$ cat src/rtl/uart_reg_pkg.sv
// Shared definitions for the ASCII hex token parser: FSM state encoding,
// terminator characters and a terminator classifier.
package uart_reg_pkg;

    typedef enum logic [1:0] {
        ST_IDLE  = 2'd0,
        ST_ACCUM = 2'd1,
        ST_OUT   = 2'd2
    } state_e;

    localparam logic [7:0] CHAR_CR    = 8'h0D;
    localparam logic [7:0] CHAR_LF    = 8'h0A;
    localparam logic [7:0] CHAR_SP    = 8'h20;
    localparam logic [7:0] CHAR_COMMA = 8'h2C;

    function automatic logic is_term(input logic [7:0] b);
        return (b == CHAR_CR) || (b == CHAR_LF) || (b == CHAR_SP) || (b == CHAR_COMMA);
    endfunction

endpackage

$ cat src/rtl/ascii2nibble.sv
// Combinational ASCII-to-nibble decoder: flags hex digits (either case) and
// returns their 4-bit value.
module ascii2nibble (
    input  logic [7:0] in_byte,
    output logic       is_hex,
    output logic [3:0] nibble
);

    always_comb begin
        is_hex = 1'b0;
        nibble = 4'd0;
        if (in_byte >= 8'h30 && in_byte <= 8'h39) begin
            is_hex = 1'b1;
            nibble = in_byte[3:0];
        end else if ((in_byte >= 8'h41 && in_byte <= 8'h46) ||
                     (in_byte >= 8'h61 && in_byte <= 8'h66)) begin
            // 'A'/'a' have low nibble 1, so adding 9 yields 10..15
            is_hex = 1'b1;
            nibble = in_byte[3:0] + 4'd9;
        end
    end

endmodule

$ cat src/rtl/ascii_hex_parser.sv
// Parses a byte stream of ASCII hex tokens separated by CR/LF/SP/comma into
// right-aligned words. Optional "0x"/"0X" prefix skipping: ASCII_HEX_PREFIX_EN.
module ascii_hex_parser
    import uart_reg_pkg::*;
#(
    parameter int DATA_W = 32,
    localparam int MAX_DIGITS = DATA_W / 4,
    localparam int CNT_W = $clog2(MAX_DIGITS + 1)
) (
    input  logic              clk,
    input  logic              rst,
    input  logic              in_valid,
    input  logic [7:0]        in_data,
    output logic              in_ready,
    output logic              out_valid,
    output logic [DATA_W-1:0] out_data,
    output logic [CNT_W-1:0]  out_ndigits,
    output logic              out_err,
    input  logic              out_ready
);

    // Handshakes: a byte moves on in_valid && in_ready, a token on
    // out_valid && out_ready, both at the rising edge of clk.
    state_e              state_q, state_d;
    logic [DATA_W-1:0]   acc_q, acc_d;
    logic [CNT_W-1:0]    cnt_q, cnt_d;
    logic                err_q, err_d;
    logic                is_hex;
    logic [3:0]          nibble;
    logic                in_fire;
    logic                prefix_x;

    ascii2nibble u_dec (
        .in_byte (in_data),
        .is_hex  (is_hex),
        .nibble  (nibble)
    );

    assign in_fire = in_valid && in_ready;

`ifdef ASCII_HEX_PREFIX_EN
    // A lone clean '0' followed by x/X is a prefix, not part of the value.
    assign prefix_x = ((in_data == 8'h78) || (in_data == 8'h58)) &&
                      (cnt_q == CNT_W'(1)) && (acc_q == '0) && !err_q;
`else
    assign prefix_x = 1'b0;
`endif

    always_comb begin
        state_d = state_q;
        acc_d   = acc_q;
        cnt_d   = cnt_q;
        err_d   = err_q;
        case (state_q)
            ST_IDLE, ST_ACCUM: begin
                if (in_fire) begin
                    if (is_hex) begin
                        acc_d   = {acc_q[DATA_W-5:0], nibble};
                        state_d = ST_ACCUM;
                        if (cnt_q == CNT_W'(MAX_DIGITS)) begin
                            err_d = 1'b1;
                        end else begin
                            cnt_d = cnt_q + CNT_W'(1);
                        end
                    end else if (is_term(in_data)) begin
                        if (state_q == ST_ACCUM) begin
                            state_d = ST_OUT;
                        end
                    end else if (prefix_x) begin
                        acc_d = '0;
                        cnt_d = '0;
                    end else begin
                        err_d   = 1'b1;
                        state_d = ST_ACCUM;
                    end
                end
            end
            ST_OUT: begin
                if (out_ready) begin
                    acc_d   = '0;
                    cnt_d   = '0;
                    err_d   = 1'b0;
                    state_d = ST_IDLE;
                end
            end
            default: state_d = ST_IDLE;
        endcase
    end

    always_ff @(posedge clk or posedge rst) begin
        if (rst) begin
            state_q <= ST_IDLE;
            acc_q   <= '0;
            cnt_q   <= '0;
            err_q   <= 1'b0;
        end else begin
            state_q <= state_d;
            acc_q   <= acc_d;
            cnt_q   <= cnt_d;
            err_q   <= err_d;
        end
    end

    // The token is held in the accumulator registers while in OUT.
    assign in_ready    = (state_q != ST_OUT);
    assign out_valid   = (state_q == ST_OUT);
    assign out_data    = acc_q;
    assign out_ndigits = cnt_q;
    assign out_err     = err_q;

endmodule

$ cat config.mk
export PLATFORM = sky130hd
export DESIGN_NAME = ascii_hex_parser
export DESIGN_NICKNAME = d
export VERILOG_FILES = /design/src/rtl/uart_reg_pkg.sv /design/src/rtl/ascii2nibble.sv /design/src/rtl/ascii_hex_parser.sv
export SDC_FILE = /design/constraint.sdc
export NUM_CORES = 1
export LEC_CHECK = 0
export CAP_MARGIN = 20
export CORE_MARGIN = 8
export CORE_UTILIZATION = 55
export CTS_BUF_LIST = sky130_fd_sc_hd__clkbuf_2 sky130_fd_sc_hd__clkbuf_4 sky130_fd_sc_hd__clkbuf_8
export CTS_CLUSTER_DIAMETER = 150
export CTS_CLUSTER_SIZE = 20
export DETAILED_ROUTE_END_ITERATION = 6
export GPL_TIMING_DRIVEN = 0
export PLACE_DENSITY_LB_ADDON = 0.3
export SLEW_MARGIN = 25
export SYNTH_ARGS = -nofsm -noshare
export SYNTH_HDL_FRONTEND = slang
export SYNTH_SLANG_ARGS = --single-unit
$ cat constraint.sdc
create_clock -name clk -period 3.3 [get_ports clk]
set_clock_uncertainty 0.05 [all_clocks]
set_input_delay 0.66 -clock clk [delete_from_list [all_inputs] [get_ports clk]]
set_output_delay 0.66 -clock clk [all_outputs]
set_load 0.01 [all_outputs]
# Word-level counts from Yosys, hierarchy flattened
# Cells that the tools add are included.
# word_totals
register_bits,39
out_inout_bits,39
word_cells,67
# classes
n_addsub,2
order_cmp,6
eq_ne,15
muxes,25
reduce_logical,15
# ops
operator,n
$mux 32,3
$pmux 32 s2,1
$mux 4,6
$eq 8x4->1 const B,2
$eq 8x6->1 const B,2
$ge 8x7->1 const B,2
$le 8x7->1 const B,2
$mux 2,5
$reduce_and 5->1,2
$ge 8x6->1 const B,1
$le 8x6->1 const B,1
$ne 2x2->1 const B,4
$pmux 4 s2,1
$mux 1,7
$ne 3x3->1 const B,2
$add 4x1->4 const B,1
$add 4x4->4 const B,1
$eq 4x4->1 const B,1
$logic_and 1x1->1,4
$logic_or 1x1->1,4
$ne 4x4->1 const B,1
$pmux 2 s2,1
$reduce_and 4->1,1
$reduce_and 3->1,1
7 further kinds,7

# Logic depth before layout (Yosys ltp)
# depth
word_depth,8
ltp_mapped,8
ltp_nobuf,6

# Modules after synthesis
# Synthesis repeated with hierarchy kept, for this count alone.
# unflattened
hier_cells,146
area_unflattened_um2,1808.0
# by_module_without_submodules
mod,n_inst,cells_per_inst,area_per_inst_um2
ascii_hex_parser,1,121,1604.0
ascii2nibble,1,25,203.9

# Worst setup path before layout
# No wires, ideal clock.
# synth_timing
path_kind,input port to flip-flop
startpoint,input port in_data[0]
endpoint,register acc_q[10] (netlist: out_data[10])
setup_ps,79
arrival_ps,2037
required_time_ps,3171
path_slack_ps,1134
cell_stages,8
cell_sequence,inv_1 -> ha_1 -> or3b_4 -> nand4_1 -> o211a_1 -> buf_6 -> buf_12 -> mux2i_1
# synth_between
elab_chain_cells,7
word_cells_on_any_way,14
classes_between,6 x order compare; 1 x eq/ne; 2 x mux; 5 x reduce/logical
# synth_lines
item,line,rtl
start: declaration,ascii_hex_parser.sv:13,"input logic [7:0] in_data,"
"$ge 8x7->1, or another cell as far along",ascii2nibble.sv:15,end else if ((in_byte >= 8'h41 && in_byte <= 8'h46) ||
$logic_and 1x1->1 (on tied branches),"ascii2nibble.sv:15, ascii2nibble.sv:16",
$logic_or 1x1->1,ascii2nibble.sv:15,
$mux 1,ascii2nibble.sv:15,
$mux 1 *,ascii2nibble.sv:12,if (in_byte >= 8'h30 && in_byte <= 8'h39) begin
$ne 2x2->1 (no source line) *,-,
$reduce_and 4->1 (no source line) *,-,
end signal: assignment,ascii_hex_parser.sv:93,acc_q <= '0;
end signal: assignment,ascii_hex_parser.sv:98,acc_q <= acc_d;
end: declaration,ascii_hex_parser.sv:25,"logic [DATA_W-1:0] acc_q, acc_d;"
# Every way passes the cells marked *; elsewhere a longest branch is shown, timed or not.
# A chain may end at the register's enable or synchronous reset.

# Final worst setup path
# layout_timing
startpoint,input port in_data[1]
endpoint,register acc_q[8] (netlist: out_data[8])
# Same word-level chain as after synthesis.

==> flow_summary.json <==
{
  "routabilityCongestion": 0.816,
  "power_density_nw_per_um2": 643,
  "worst_slew_pin_slew_ns": 0.613,
  "start_kind": "primary input",
  "place_area_um2": 2660,
  "die_width_um": 77.7,
  "cp.required_ns": 3.44,
  "antenna_cells": 0,
  "mostFrequentLayoutCell": "clkdlybuf4s50_1",
  "overflow": 0,
  "cts-root-buf": "clkbuf_8",
  "io_buffers": 48,
  "fmax_mhz": 375,
  "drt_iter0_markers": 80,
  "die_area_um2": 6040,
  "hold_end": "out_err",
  "status": "completed",
  "route.detailed.drc": 0,
  "synthCells": 210,
  "cts_tree": "built",
  "antenna_found_initial": 0,
  "antenna_left": 0,
  "h-tree-depth": 2,
  "cts_setup_buffers": 0,
  "area_delta_synth_final_pct": 31.0,
  "relSlewSlack_pct": 59.2,
  "finalHoldViolations": 0,
  "hold_start": "out_err",
  "ir_worst_vdd_uv": 361,
  "total_power_w": 0.00176,
  "synth_area_um2": 2100,
  "via_per_inst": 5.38,
  "route.vias.total": 1694,
  "placementRows": 22,
  "mostFrequentLayoutCells": "48 x clkdlybuf4s50_1, 39 x dfrtp_1, 36 x nand2_1, 35 x inv_1, 32 x mux2i_1",
  "crit_fanout": 10,
  "tns_ns": 0,
  "cts_buffer_depth": 2,
  "synth.distinct_cells": 42,
  "num_io_pins": 51,
  "clk-insertion-delay-late_ns": 0.28,
  "hold_slack_ns": 0.457,
  "ys_ff_latch": 39,
  "arrival_ns": 2.81,
  "timing.rr.end": "out_data[8]",
  "path_class": "in -> reg",
  "yosysWarnings": 0,
  "rsz0062_at_grt": "false",
  "reg2reg_depth": 5,
  "period_needed_ns": 2.66,
  "final_nets": 284,
  "holdBufCountCts": 0,
  "fin_area_um2": 2750,
  "fp.dieH_um": 77.7,
  "leakage_nw": 1.60,
  "worst_setup_path_end_kind": "flop",
  "r2r_start": "state_q[1]",
  "clk_pin_slew_ns": 0.07,
  "clock_sinks": 39,
  "drt-total-wl_um": 4720,
  "finalMaxSlewViolations": 0,
  "pre_cts_ws_ns": 0.364,
  "maxCapViolations": 0,
  "setup_viol": 0,
  "cts_resized": 0,
  "place_hpwl_um": 3550,
  "grt_max_degree": 31,
  "setup_ws_ns": 0.637,
  "hold_class": "reg -> reg",
  "first_global_vias": 1688,
  "r2r_setup_slack_ns": 1.52,
  "syn-num-nets": 228,
  "post-route-period-util_pct": 80.7,
  "track_usage_pct": 15.9,
  "start_util_pct": 57.3,
  "syn_area_per_cell_um2": 9.99,
  "core_area_um2": 3660,
  "cts_buffers": 5,
  "seq_area_frac_synth_pct": 46.5,
  "first_pass_iters": 4,
  "wl_per_cell_um": 15.0,
  "grt_pass1_wl_um": 7850,
  "hold_depth": 1,
  "final_layout_size_suffix_gt1_share_pct": 7.87
}
==> area by class of cell <==
class / instances / area [um^2]
Inverter: 36 / 135
Sequential cell: 39 / 976
Buffer: 10 / 76.3
Clock buffer: 7 / 83.8
Fill cell: 281 / 915
Clock inverter: 1 / 5.00
Timing Repair Buffer: 49 / 500
Multi-Input combinational cell: 125 / 910
Tap cell: 48 / 60.1
==> report_power, final <==
part	internal, W	switching (W)	leakage (nW)	total (W)
registers	0.000628	0.000133	0.406	0.000761
clock network	0.000165	0.000152	0.0491	0.000316
logic	0.000390	0.000298	1.15	0.000688
total	0.00118	0.000582	1.60	0.00176
==> worst max-delay path, stage by stage <==
cell and delay (ns):
clkdlybuf4s50_1 0.57, inv_1 0.09, ha_1 0.21, or3b_4 0.40
nand4_1 0.11, o211a_1 0.19, buf_6 0.19, buf_12 0.16
mux2i_1 0.21
==> worst max path at each step <==
stage                          start           end  depth (start not counted)
after floorplan           in_data[0]  out_data[10]                          8
after global placement    in_data[0]   out_data[8]                          9
after detailed placement  in_data[0]   out_data[8]                          9
after CTS                 in_data[1]   out_data[8]                          9
after global routing      in_data[1]   out_data[8]                          9
final                     in_data[1]   out_data[8]                          9
==> Yosys cell counts <==
cell	instances	area (um^2)
nor4b_4	1	23.8
a32o_1	1	10.0
o21ai_2	1	8.76
a41oi_1	1	8.76
o22ai_1	1	6.26
inv_1	36	135
and3_1	1	6.26
nand3b_1	2	15.0
nor2_1	1	3.75
a21o_1	1	7.51
o211a_1	2	20.0
nand3_1	4	20.0
nand4bb_1	1	11.3
buf_6	2	22.5
o31ai_1	1	7.51
o21ai_0	2	10.0
nor2b_1	3	18.8
buf_12	1	20.0
o311a_1	1	10.0
a21oi_1	5	25.0
ha_1	6	75.1
a221o_1	1	10.0
or3b_4	1	11.3
nand2_1	36	135
nor3_1	1	5.00
o21ai_1	1	5.00
o2111ai_1	2	17.5
o32ai_1	1	8.76
clkbuf_1	3	11.3
o21bai_1	1	7.51
or2_2	1	6.26
buf_2	3	15.0
buf_4	1	7.51
mux2i_1	32	320
dfrtp_1	39	976
nand4_1	3	18.8
o211ai_1	2	15.0
xor2_1	1	8.76
nand2b_1	2	12.5
a22oi_1	3	22.5
o2bb2ai_1	1	8.76
a311oi_1	1	8.76
==> sequential cells by signal, summed over array words and instances (netlist names) <==
name and flops:
out_data 32, out_err 1, out_ndigits 4, state_q 2
==> per-stage QoR <==
step | cells | utilization [%]
after floorplan | 210 | -
after global placement | 306 | 72.0
after detailed placement | 307 | 72.6
after CTS | 315 | 75.0
after global routing | 315 | 75.0
final | 315 | 75.0
==> metal layers <==
layer  vias to the layer above  wire length (um)  GRT usage (%)
li1                        817                 -              -
met1                       822              1950           17.3
met2                        51              2430           28.2
met3                         4               287           4.26
met4                         0                61           7.17
met5                         -                 0              0
==> cells by family after synthesis <==
group / Yosys count / share of synthesized area [%]
buffers and inverters: 46 / 10.1
adders and majority gates: 6 / 3.58
and+or+nand+nor: 57 / 13.7
DFF: 39 / 46.5
AOI/OAI and AO/OA: 29 / 10.4
xor gates and xnor gates: 1 / 0.418
muxes: 32 / 15.3
Note: power is estimated with default switching activity, not from simulation.
